===== src/rtl/mriscv_pkg.sv =====
// Shared RV32I decode definitions: opcode and func3 constants, the decode FSM
// states and the registered bundle handed from decode to execute.
package mriscv_pkg;

  localparam logic [6:0] LOAD   = 7'b0000011;
  localparam logic [6:0] STORE  = 7'b0100011;
  localparam logic [6:0] BRANCH = 7'b1100011;
  localparam logic [6:0] JAL    = 7'b1101111;
  localparam logic [6:0] JALR   = 7'b1100111;
  localparam logic [6:0] OP     = 7'b0110011;
  localparam logic [6:0] OP_IMM = 7'b0010011;
  localparam logic [6:0] LUI    = 7'b0110111;
  localparam logic [6:0] AUIPC  = 7'b0010111;

  localparam logic [2:0] F3_ADD_SUB = 3'b000;
  localparam logic [2:0] F3_SLL     = 3'b001;
  localparam logic [2:0] F3_SLT     = 3'b010;
  localparam logic [2:0] F3_SLTU    = 3'b011;
  localparam logic [2:0] F3_XOR     = 3'b100;
  localparam logic [2:0] F3_SRL_SRA = 3'b101;
  localparam logic [2:0] F3_OR      = 3'b110;
  localparam logic [2:0] F3_AND     = 3'b111;

  typedef enum logic {
    RUN  = 1'b0,
    HALT = 1'b1
  } state_e;

  typedef struct packed {
    logic        is_load;
    logic        is_store;
    logic        is_branch;
    logic        is_jump;
    logic        is_reg;
    logic        is_alu;
    logic [31:0] operand_a;
    logic [31:0] operand_b;
    logic [31:0] branch_dest;
    logic [31:0] store_data;
    logic [31:0] curr_pc;
    logic [4:0]  dest;
    logic [2:0]  func3;
    logic        func7;
  } decode_out_t;

  function automatic logic is_known_opcode(input logic [6:0] opc);
    return opc inside {LOAD, STORE, BRANCH, JAL, JALR, OP, OP_IMM, LUI, AUIPC};
  endfunction

endpackage


===== src/rtl/imm_gen.sv =====
// Combinational RV32I immediate extraction (I/S/B/U/J), sign-extended to 32 bits.
// Only instr[31:7] carries immediate bits, so the opcode field is not connected.
module imm_gen (
  input  logic [31:7] instr,
  output logic [31:0] i_imm,
  output logic [31:0] s_imm,
  output logic [31:0] b_imm,
  output logic [31:0] u_imm,
  output logic [31:0] j_imm
);

  assign i_imm = {{20{instr[31]}}, instr[31:20]};
  assign s_imm = {{20{instr[31]}}, instr[31:25], instr[11:7]};
  assign b_imm = {{19{instr[31]}}, instr[31], instr[7], instr[30:25], instr[11:8], 1'b0};
  assign u_imm = {instr[31:12], 12'b0};
  assign j_imm = {{11{instr[31]}}, instr[31], instr[19:12], instr[20], instr[30:21], 1'b0};

endmodule


===== src/rtl/decode.sv =====
// RV32I decode stage: one-entry pipeline register between fetch and execute.
// Define DECODE_ILLEGAL_TRAP_EN to halt on illegal opcodes; otherwise they pass as NOPs.
module decode (
  input  logic        clk,
  input  logic        reset,
  input  logic        instr_valid,
  output logic        instr_ready,
  input  logic [31:0] instr,
  input  logic [31:0] instr_pc,
  output logic [4:0]  rs1_addr,
  output logic [4:0]  rs2_addr,
  input  logic [31:0] rs1_data,
  input  logic [31:0] rs2_data,
  output logic        out_valid,
  input  logic        out_ready,
  output logic        is_load,
  output logic        is_store,
  output logic        is_branch,
  output logic        is_jump,
  output logic        is_reg,
  output logic        is_alu,
  output logic [31:0] operand_a,
  output logic [31:0] operand_b,
  output logic [31:0] branch_dest,
  output logic [31:0] store_data,
  output logic [31:0] curr_pc,
  output logic [4:0]  dest,
  output logic [2:0]  func3,
  output logic        func7,
  input  logic        flush,
  output logic        illegal
);
  import mriscv_pkg::*;

  state_e      state_q, state_d;
  decode_out_t out_q, out_d, dec;
  logic        out_valid_q, out_valid_d;
  logic        illegal_q, illegal_d;
  logic        capture;
  logic [31:0] i_imm, s_imm, b_imm, u_imm, j_imm;

  imm_gen u_imm_gen (
    .instr (instr[31:7]),
    .i_imm (i_imm),
    .s_imm (s_imm),
    .b_imm (b_imm),
    .u_imm (u_imm),
    .j_imm (j_imm)
  );

  assign rs1_addr    = instr[19:15];
  assign rs2_addr    = instr[24:20];
  assign instr_ready = (state_q == RUN) && (!out_valid_q || out_ready);
  assign capture     = instr_valid && instr_ready;

  // NOTE: every field gets a default before the case, so no path leaves a latch.
  always_comb begin
    dec         = '0;
    dec.curr_pc = instr_pc;
    dec.dest    = instr[11:7];
    dec.func3   = instr[14:12];
    case (instr[6:0])
      OP: begin
        dec.is_alu    = 1'b1;
        dec.is_reg    = 1'b1;
        dec.operand_a = rs1_data;
        dec.operand_b = rs2_data;
        dec.func7     = instr[30];
      end
      OP_IMM: begin
        dec.is_alu    = 1'b1;
        dec.operand_a = rs1_data;
        dec.operand_b = i_imm;
        // Only shifts use instr[30] (SRAI vs SRLI); for other ops it is immediate data.
        dec.func7     = (instr[14:12] == F3_SRL_SRA) ? instr[30] : 1'b0;
      end
      LUI, AUIPC: begin
        dec.is_alu    = 1'b1;
        dec.func3     = F3_ADD_SUB;
        dec.operand_a = (instr[6:0] == AUIPC) ? instr_pc : 32'd0;
        dec.operand_b = u_imm;
      end
      BRANCH: begin
        dec.is_branch   = 1'b1;
        dec.operand_a   = rs1_data;
        dec.operand_b   = rs2_data;
        dec.branch_dest = b_imm;
        dec.dest        = '0;
      end
      JAL: begin
        dec.is_jump   = 1'b1;
        dec.operand_a = j_imm;
      end
      JALR: begin
        dec.is_jump   = 1'b1;
        dec.is_reg    = 1'b1;
        dec.operand_a = rs1_data;
        dec.operand_b = i_imm;
      end
      LOAD: begin
        dec.is_load   = 1'b1;
        dec.operand_a = rs1_data;
        dec.operand_b = i_imm;
      end
      STORE: begin
        dec.is_store   = 1'b1;
        dec.operand_a  = rs1_data;
        dec.operand_b  = s_imm;
        dec.store_data = rs2_data;
        dec.dest       = '0;
      end
      default: begin
        dec.dest  = '0;
        dec.func3 = '0;
      end
    endcase
  end

  always_comb begin
    state_d     = state_q;
    out_d       = out_q;
    out_valid_d = out_valid_q;
    illegal_d   = illegal_q;
    if (flush) begin
      out_valid_d = 1'b0;
    end else if (capture) begin
`ifdef DECODE_ILLEGAL_TRAP_EN
      if (!is_known_opcode(instr[6:0])) begin
        illegal_d   = 1'b1;
        out_valid_d = 1'b0;
        state_d     = HALT;
      end else begin
        out_d       = dec;
        out_valid_d = 1'b1;
      end
`else
      out_d       = dec;
      out_valid_d = 1'b1;
`endif
    end else if (out_valid_q && out_ready) begin
      out_valid_d = 1'b0;
    end
  end

  // NOTE: sequential state uses non-blocking assignments so all flops update together.
  always_ff @(posedge clk) begin
    if (reset) begin
      state_q     <= RUN;
      out_q       <= '0;
      out_valid_q <= 1'b0;
      illegal_q   <= 1'b0;
    end else begin
      state_q     <= state_d;
      out_q       <= out_d;
      out_valid_q <= out_valid_d;
      illegal_q   <= illegal_d;
    end
  end

  assign out_valid   = out_valid_q;
  assign illegal     = illegal_q;
  assign is_load     = out_q.is_load;
  assign is_store    = out_q.is_store;
  assign is_branch   = out_q.is_branch;
  assign is_jump     = out_q.is_jump;
  assign is_reg      = out_q.is_reg;
  assign is_alu      = out_q.is_alu;
  assign operand_a   = out_q.operand_a;
  assign operand_b   = out_q.operand_b;
  assign branch_dest = out_q.branch_dest;
  assign store_data  = out_q.store_data;
  assign curr_pc     = out_q.curr_pc;
  assign dest        = out_q.dest;
  assign func3       = out_q.func3;
  assign func7       = out_q.func7;

endmodule


===== config.mk =====
export PLATFORM = sky130hd
export DESIGN_NAME = decode
export DESIGN_NICKNAME = d
export VERILOG_FILES = /design/src/rtl/mriscv_pkg.sv /design/src/rtl/imm_gen.sv /design/src/rtl/decode.sv
export SDC_FILE = /design/constraint.sdc
export NUM_CORES = 1
export LEC_CHECK = 0
export ABC_CLOCK_PERIOD_IN_PS = 1900
export CAP_MARGIN = 20
export CORE_MARGIN = 4
export CORE_UTILIZATION = 38
export CTS_CLUSTER_DIAMETER = 30
export CTS_CLUSTER_SIZE = 8
export DETAILED_ROUTE_END_ITERATION = 6
export GPL_ROUTABILITY_DRIVEN = 0
export PLACE_DENSITY = 0.78
export RECOVER_POWER = 50
export SYNTH_ARGS = -nofsm -noshare
export SYNTH_HDL_FRONTEND = slang
export SYNTH_SLANG_ARGS = --single-unit

===== constraint.sdc =====
create_clock -name clk -period 1.9 [get_ports clk]
set_clock_uncertainty 0.2 [all_clocks]
set_input_delay 0.475 -clock clk [delete_from_list [all_inputs] [get_ports clk]]
set_output_delay 0.475 -clock clk [all_outputs]
set_load 0.02 [all_outputs]

==> out/qor.yml, run 1 <==
status:
  run_status: "finished, final reports clean"
floorplanning:
  io_pins: 321
  dieWidth_um: 143.0
  initial_core_util_pct: 38.54
  die-area_um2: 20440
  rows: 49
  core_area_um2: 17960
  chipHeight_um: 143.0
logic_synthesis:
  ys_warn_count: 0
  synth_enable_flop_cells: 0
  ys.flop_type: "dfxtp_1"
  synth.top_cells.by_count: "156 x dfxtp_1, 102 x nand2_1, 53 x nor2_1"
  ys_types: 52
  mappedNetlistArea_um2: 6923
  synth_area_leaders: "dfxtp_1 45%, a222oi_1 7.4%, a32oi_1 5.7%, nand2_1 5.5%, o2bb2ai_1 4.6%"
  synth.top_cell.area_share_pct: 45.11
  synth_cells: 735
  yosys.cell_count.top_type: "dfxtp_1"
  syn_avg_cell_area_um2: 9.419
  postSynth.asyncResetShare_pct: 0
  synth_area_leader_cell: "dfxtp_1"
  postSynthRegisterBits: 156
  seq_area_frac_synth_pct: 45.11
cts:
  worst_skew_pair.late_latency_ns: 0.42
  cts_root_buffer: "clkbuf_16"
  cts.sink_count: 156
  cts-buffers-inserted: 17
  cts.reportedPaths.clkPinSlew_ns: 0.06
  clk_path_buf_depth: 2
  cts_tree: "built"
  cts.htree.levels: 4
setup_path:
  timing_worst_setup_path_type: "in -> out"
  cp_required_ns: 1.22
  worstSetupStartpoint: "instr[22]"
  end_kind: "output pin"
  critPathBufInv: 2
  timing.critical_path.fanout_max: 2
  setup.reg_to_reg.worst_slack_ns: 0.08
  critPathMaxStageDelay_ns: 0.54
  crit_chain: "clkdlybuf4s50_1, buf_4"
  critical_path.reg2reg.startpoint: "out_valid"
  r2r_end: "is_jump"
  slowest_stage_cell_crit_path: "clkdlybuf4s50_1"
  worstSetupStartpointType: "input pin"
  crit_arrival_ns: 1.19
  reg2reg_depth: 7
  number_of_stages_on_the_worst_setup_path: 2
  critPathTopFamily: "buffers and inverters"
pwr:
  cellPowerDensity_nw_per_um2: 684.7
  vdd_ir_drop_max_mv: 0.6187
  power.leakage_uw: 0.004896
global_routing:
  groute.usage.overall_pct: 27.80
  grt_antenna_before_repair: 0
  vias_in_the_first_global_route: 7403
  grt_pass1_wl_um: 43980
  grt_start_max_net_pins: 47
  globalRoute.totalOverflow: 0
sta:
  timing.final.crit_share_pct: 98.31
  setup_ws_ns: 0.03219
  slew-limit-headroom_pct: 64.35
  tightestPinTransition_ns: 0.5303
  hold-worst-slack_ns: 0.1372
  finalHoldViolations: 0
  fmaxAchievable_mhz: 535.4
  grt_setup_unrepaired: "yes"
  report.final.setup_viol: 0
  min_cycle_time_layout_ns: 1.868
  timing.final.max_slew_violations: 0
detailed_routing:
  finalWirelength_um: 29930
  postRouteAntennaNets: 0
  detail_route.vias_per_cell: 5.875
  first_iter_violations: 796
  total_number_of_vias: 7726
  detail_route.wl_per_cell_um: 22.76
  dr.pass1.iters: 7
  drc: 0
place:
  placed_area_um2: 10730
  detailedPlacementHpwl_um: 20290
  place_worst_setup_slack_ns: -0.6870
  port-buffer-count: 318
flow_run:
  drv_cap: 0
finish:
  area_growth_pct: 66.47
  post_route_cells_drive_above_1_share_pct: 20.07
  fin_area_um2: 11520
  finalNetCount: 1209
  diodes: 0
  layout.filler_cells: 1502
min_path:
  holdPathEnd: "curr_pc[0]"
  hold_path.startpoint: "reset"
  worstHoldPathType: "in -> reg"
  worstHoldPathCells: 2
-- worst max path at each step --
stage,end
6_report,rs2_addr[2]
5_1_grt,operand_b[29]
4_1_cts,rs2_addr[1]
3_5_place_dp,dest[1]
3_3_place_gp,dest[4]
2_1_floorplan,operand_a[22]
-- cells by family (layout without fill, tap and decap cells) --
family,after synthesis,after routing,share of synthesized area (%)
AOI/OAI and AO/OA,251,251,30.22
and+or+nand+nor,198,198,13.36
DFF,156,156,45.11
buffers and inverters,115,465,9.254
muxes,12,12,1.753
xor gates and xnor gates,2,2,0.2531
other,1,2,0.05417
-- power by group --
| part | internal, µW | switching [µW] | total (µW) |
|---|---|---|---|
| Combinational | 554 | 584 | 1140 |
| Sequential | 3310 | 15.8 | 3320 |
| Clock | 2110 | 1320 | 3430 |
-- timing repair --
action | CTS | global route
gates resized for setup | 305 | 16
cloned | 8 | 0
hold buffers | 0 | 0
setup endpoints to repair | 302 | 91
pin swaps | 9 | 7
buffers inserted | 13 | 5
-- layout make-up --
| type | instances | area (µm²) | share of cell area (%) |
|---|---|---|---|
| Timing Repair Buffer | 433 | 4200 | 36.45 |
| Multi-Input combinational cell | 465 | 3322 | 28.82 |
| Sequential cell | 156 | 3124 | 27.11 |
| Clock buffer | 22 | 464.2 | 4.028 |
| Tap cell | 229 | 286.5 | 2.486 |
| Clock inverter | 7 | 116.4 | 1.010 |
| Inverter | 3 | 11.26 | 0.09771 |
-- per-stage QoR --
stage                       TNS, ns  util, %  cells  power (µW)
after floorplan             -0.5027        -    736        3815
after global placement       -79.67    59.71   1262        4476
after detailed placement     -82.86    59.71   1262        4483
after CTS                         0    64.11   1312        7910
after global routing      -0.006073    64.16   1315        8120
final                             0    64.16   1315        7892
-- placed cells by master, fill, tap and decap left out, types with 4 or more instances in the layout --
cell	count
o2bb2ai_1	28
a221oi_2	4
nand2_1	99
buf_16	6
o211ai_1	5
a31oi_1	8
clkdlybuf4s50_1	120
nand2b_1	5
o2bb2ai_2	8
a22o_1	11
clkbuf_16	18
nor3_1	4
buf_6	4
a21oi_1	40
buf_12	20
a222oi_1	51
mux2i_1	11
dfxtp_1	155
buf_4	86
o22ai_1	6
a32oi_1	45
a2bb2oi_1	7
a22oi_1	11
a221oi_1	20
nor2b_1	8
dlygate4sd2_1	161
buf_2	15
clkdlybuf4s15_2	16
nor2_1	49
-- per-layer routing --
| layer | vias to the layer above | GRT usage, % | part of all wire (%) | wire [µm] |
|---|---|---|---|---|
| met5 | - | 0 | 0 | 0 |
| li1 | 3491 | - | - | - |
| met3 | 58 | 6.397 | 8.4 | 2526 |
| met1 | 3752 | 36.26 | 40 | 12110 |
| met2 | 425 | 45.28 | 48 | 14400 |
| met4 | 0 | 9.805 | 3.0 | 902 |
(Power assumes the default switching activity.)
==> inputs of run 2 (changes only) <==
--- a/config.mk
+++ b/config.mk
@@ -13,6 +13,7 @@
 export CTS_CLUSTER_SIZE = 8
 export DETAILED_ROUTE_END_ITERATION = 6
 export GPL_ROUTABILITY_DRIVEN = 0
+export HOLD_SLACK_MARGIN = 0.02
 export PLACE_DENSITY = 0.78
 export RECOVER_POWER = 50
 export SYNTH_ARGS = -nofsm -noshare
==> results of run 2 <==
No change in the layout: final DEF, timing and power equal those of run 1.
==> inputs of run 3 (changes only) <==
--- a/config.mk
+++ b/config.mk
@@ -14,7 +14,7 @@
 export DETAILED_ROUTE_END_ITERATION = 6
 export GPL_ROUTABILITY_DRIVEN = 0
 export HOLD_SLACK_MARGIN = 0.02
-export PLACE_DENSITY = 0.78
+export PLACE_DENSITY = 0.76
 export RECOVER_POWER = 50
 export SYNTH_ARGS = -nofsm -noshare
 export SYNTH_HDL_FRONTEND = slang
==> out/qor.yml, run 3 (synthesis results as in run 1) <==
finish:
  mostFrequentLayoutCells: "160 x dlygate4sd2_1, 155 x dfxtp_1, 120 x clkdlybuf4s50_1"
  finalNetCount: 1220  # +0.91%
  fin_util_pct: 63.38  # -0.78 points
  most_common_library_cell_in_the_layout_ignoring_fill_and_taps: "dlygate4sd2_1"
  area_growth_pct: 64.45
  post_route_cells_drive_above_1_share_pct: 19.54  # -0.53 points
  final_cell_count_no_fill: 1325  # +0.76%
pwr:
  clock_power_share_pct: 41.3  # -2.2 points
  p_int_uw: 5687  # -4.8%
  cellPowerDensity_nw_per_um2: 667.0  # -2.6%
  comb_power_share_pct: 15.0  # +0.6 points
  power.leakage_uw: 0.004872  # -0.50%
  seqPwrFrac_pct: 43.8  # +1.7 points
  swShare_pct: 25.10  # +0.80 points
  total_net_switching_power_uw: 1906  # -0.62%
  vdd_ir_drop_max_mv: 0.6102  # -1.4%
global_routing:
  vias_in_the_first_global_route: 7207  # -2.6%
  grt_util_met1_pct: 36.21  # -0.053 points
  grt.met3_usage_pct: 6.798  # +0.40 points
  met2_usage_pct: 43.15  # -2.1 points
  grt_antenna_before_repair: 0  # unchanged
  globalRoute.totalOverflow: 0  # unchanged
  grt_start_max_net_pins: 51  # +8.5%
  grt_pass1_wl_um: 43100  # -2.0%
  groute.usage.overall_pct: 27.11  # -0.69 points
  global_route_hottest_layer: "met2"
setup_path:
  critPathBufInv: 3  # +1
  slowest_stage_cell_crit_path: "clkdlybuf4s50_1"
  worstSetupStartpointType: "input pin"
  critPathTopFamily: "buffers and inverters"
  crit_chain: "clkdlybuf4s50_1, buf_6, buf_6"
  crit_arrival_ns: 1.20  # about the same
  setup.reg_to_reg.worst_slack_ns: 0.10  # +0.02 ns
  timing_worst_setup_path_type: "in -> out"
  critPathMaxStageDelay_ns: 0.48  # -0.06 ns
  number_of_stages_on_the_worst_setup_path: 3  # +1
  reg2reg_depth: 7  # unchanged
  cp_required_ns: 1.22  # about the same
  end_kind: "output pin"
  critPathMostFrequentCell: "buf_6"
  timing.critical_path.fanout_max: 2  # unchanged
cts:
  cts.hold.buffers_added: 0  # unchanged
  cts_root_buffer: "clkbuf_16"
  cts-buffers-inserted: 17  # unchanged
  worst_skew_pair.late_latency_ns: 0.41  # about the same
  cts.sink_count: 156  # unchanged
  clk_path_buf_depth: 2  # unchanged
  cts_tree: "built"
  cts.reportedPaths.clkPinSlew_ns: 0.05  # about the same
  cts.htree.levels: 4  # unchanged
sta:
  finalSetupTns_ns: 0  # unchanged
  min_cycle_time_layout_ns: 1.879  # +0.01073 ns
  finalHoldViolations: 0  # unchanged
  report.final.setup_viol: 0  # unchanged
  timing.final.crit_share_pct: 98.87  # +0.56 points
  hold-worst-slack_ns: 0.1568  # +0.01957 ns
  slew-limit-headroom_pct: 58.46  # -5.9 points
  grt_setup_unrepaired: "no"
  timing.final.max_slew_violations: 0  # unchanged
  fmaxAchievable_mhz: 532.3  # -0.57%
  tightestPinTransition_ns: 0.6217  # +0.09132 ns
detailed_routing:
  detail_route.wl_per_cell_um: 22.26  # -2.2%
  postRouteAntennaNets: 0  # unchanged
  detail_route.vias_per_cell: 5.789  # -1.5%
  drc: 4  # +4
  dr.pass1.iters: 7  # unchanged
  total_number_of_vias: 7670  # -0.72%
  finalWirelength_um: 29490  # -1.5%
  first_iter_violations: 782  # -1.8%
flow_run:
  drv_cap: 0  # unchanged
floorplanning:
  dieWidth_um: 143.0  # unchanged
  chipHeight_um: 143.0  # unchanged
  core_area_um2: 17960  # unchanged
  die-area_um2: 20440  # unchanged
  io_pins: 321  # unchanged
  initial_core_util_pct: 38.54  # unchanged
  rows: 49  # unchanged
place:
  placed_cells_incl_taps: 1271  # +0.71%
  port-buffer-count: 318  # unchanged
  detailedPlacementHpwl_um: 20460  # +0.82%
status:
  run_status: "finished, violations left"
  violated_checks: "DRC"
min_path:
  worstHoldPathCells: 2  # unchanged
  worstHoldPathType: "in -> reg"
[run 3: cell types whose count changed in the layout (fill, tap and decap cells not counted), moves of 3 or more]
cell             previous run  this run
clkdlybuf4s15_2            16        10
buf_6                       4        11
clkbuf_2                    2         5
o2bb2ai_2                   8         0
buf_4                      86        91
o2bb2ai_1                  28        36
buf_16                      6         3
[run 3: path summary, 6_finish.rpt]
kind,from,endpoint
setup / recovery,instr[22],rs2_addr[2]
hold / removal,reset,operand_b[13]
setup reg to reg,out_valid,func3[0]
hold reg to reg,curr_pc[6],curr_pc[6]
[run 3: per-layer routing]
| layer | part of all wire, % | vias up |
|---|---|---|
| li1 | - | 3512 |
| met1 | 40 | 3651 |
| met2 | 47 | 453 |
| met3 | 9.7 | 54 |
| met4 | 2.7 | 0 |
| met5 | 0 | - |
[run 3: cell type report]
| class | count | area [µm²] |
|---|---|---|
| Tap cell | 229 | 286.5 |
| Timing Repair Buffer | 444 | 4169 |
| Multi-Input combinational cell | 465 | 3264 |
| Clock inverter | 8 | 73.82 |
| Antenna cell | 1 | 2.502 |
| Clock buffer | 19 | 452.9 |
| Fill cell | 1534 | 6579 |
| Inverter | 3 | 11.26 |
| Sequential cell | 156 | 3124 |
[run 3: worst register-to-register path, delay by kind of cell (launching register included)]
family / cells / cell delay [ns]
AO/OA/AOI/OAI: 2 / 0.30
buffers and inverters: 3 / 0.57
flip-flops: 1 / 0.31
AND/OR/NAND/NOR: 2 / 0.35
[run 3: power by group through the flow]
stage | registers [µW] | logic (µW) | clock network [µW]
2_1_floorplan | 3440 | 375 | 0
3_3_place_gp | 3400 | 1100 | 0
3_5_place_dp | 3400 | 1110 | 0
4_1_cts | 3320 | 1100 | 3180
5_1_grt | 3330 | 1190 | 3310
6_report | 3320 | 1140 | 3140
[run 3: what timing repair did]
item                                    in CTS  in global routing
gates resized for setup                    285                 36
hold endpoints to repair                     0                  0
buffers inserted                            11                 12
endpoints found under the setup margin     327                127
pin swaps                                    8                 10
gates cloned                                 4                  1
[run 3: per-stage QoR]
stage / setup WS [ns] / area, µm² / total power, µW
finish: 0.02145 / 11380 / 7593
global route: 0.0008044 / 11380 / 7832
CTS: -0.001113 / 11360 / 7608
detailed placement: -0.7833 / 10770 / 4506
global placement: -0.7034 / 10770 / 4498
floorplan: -0.02001 / 6953 / 3815
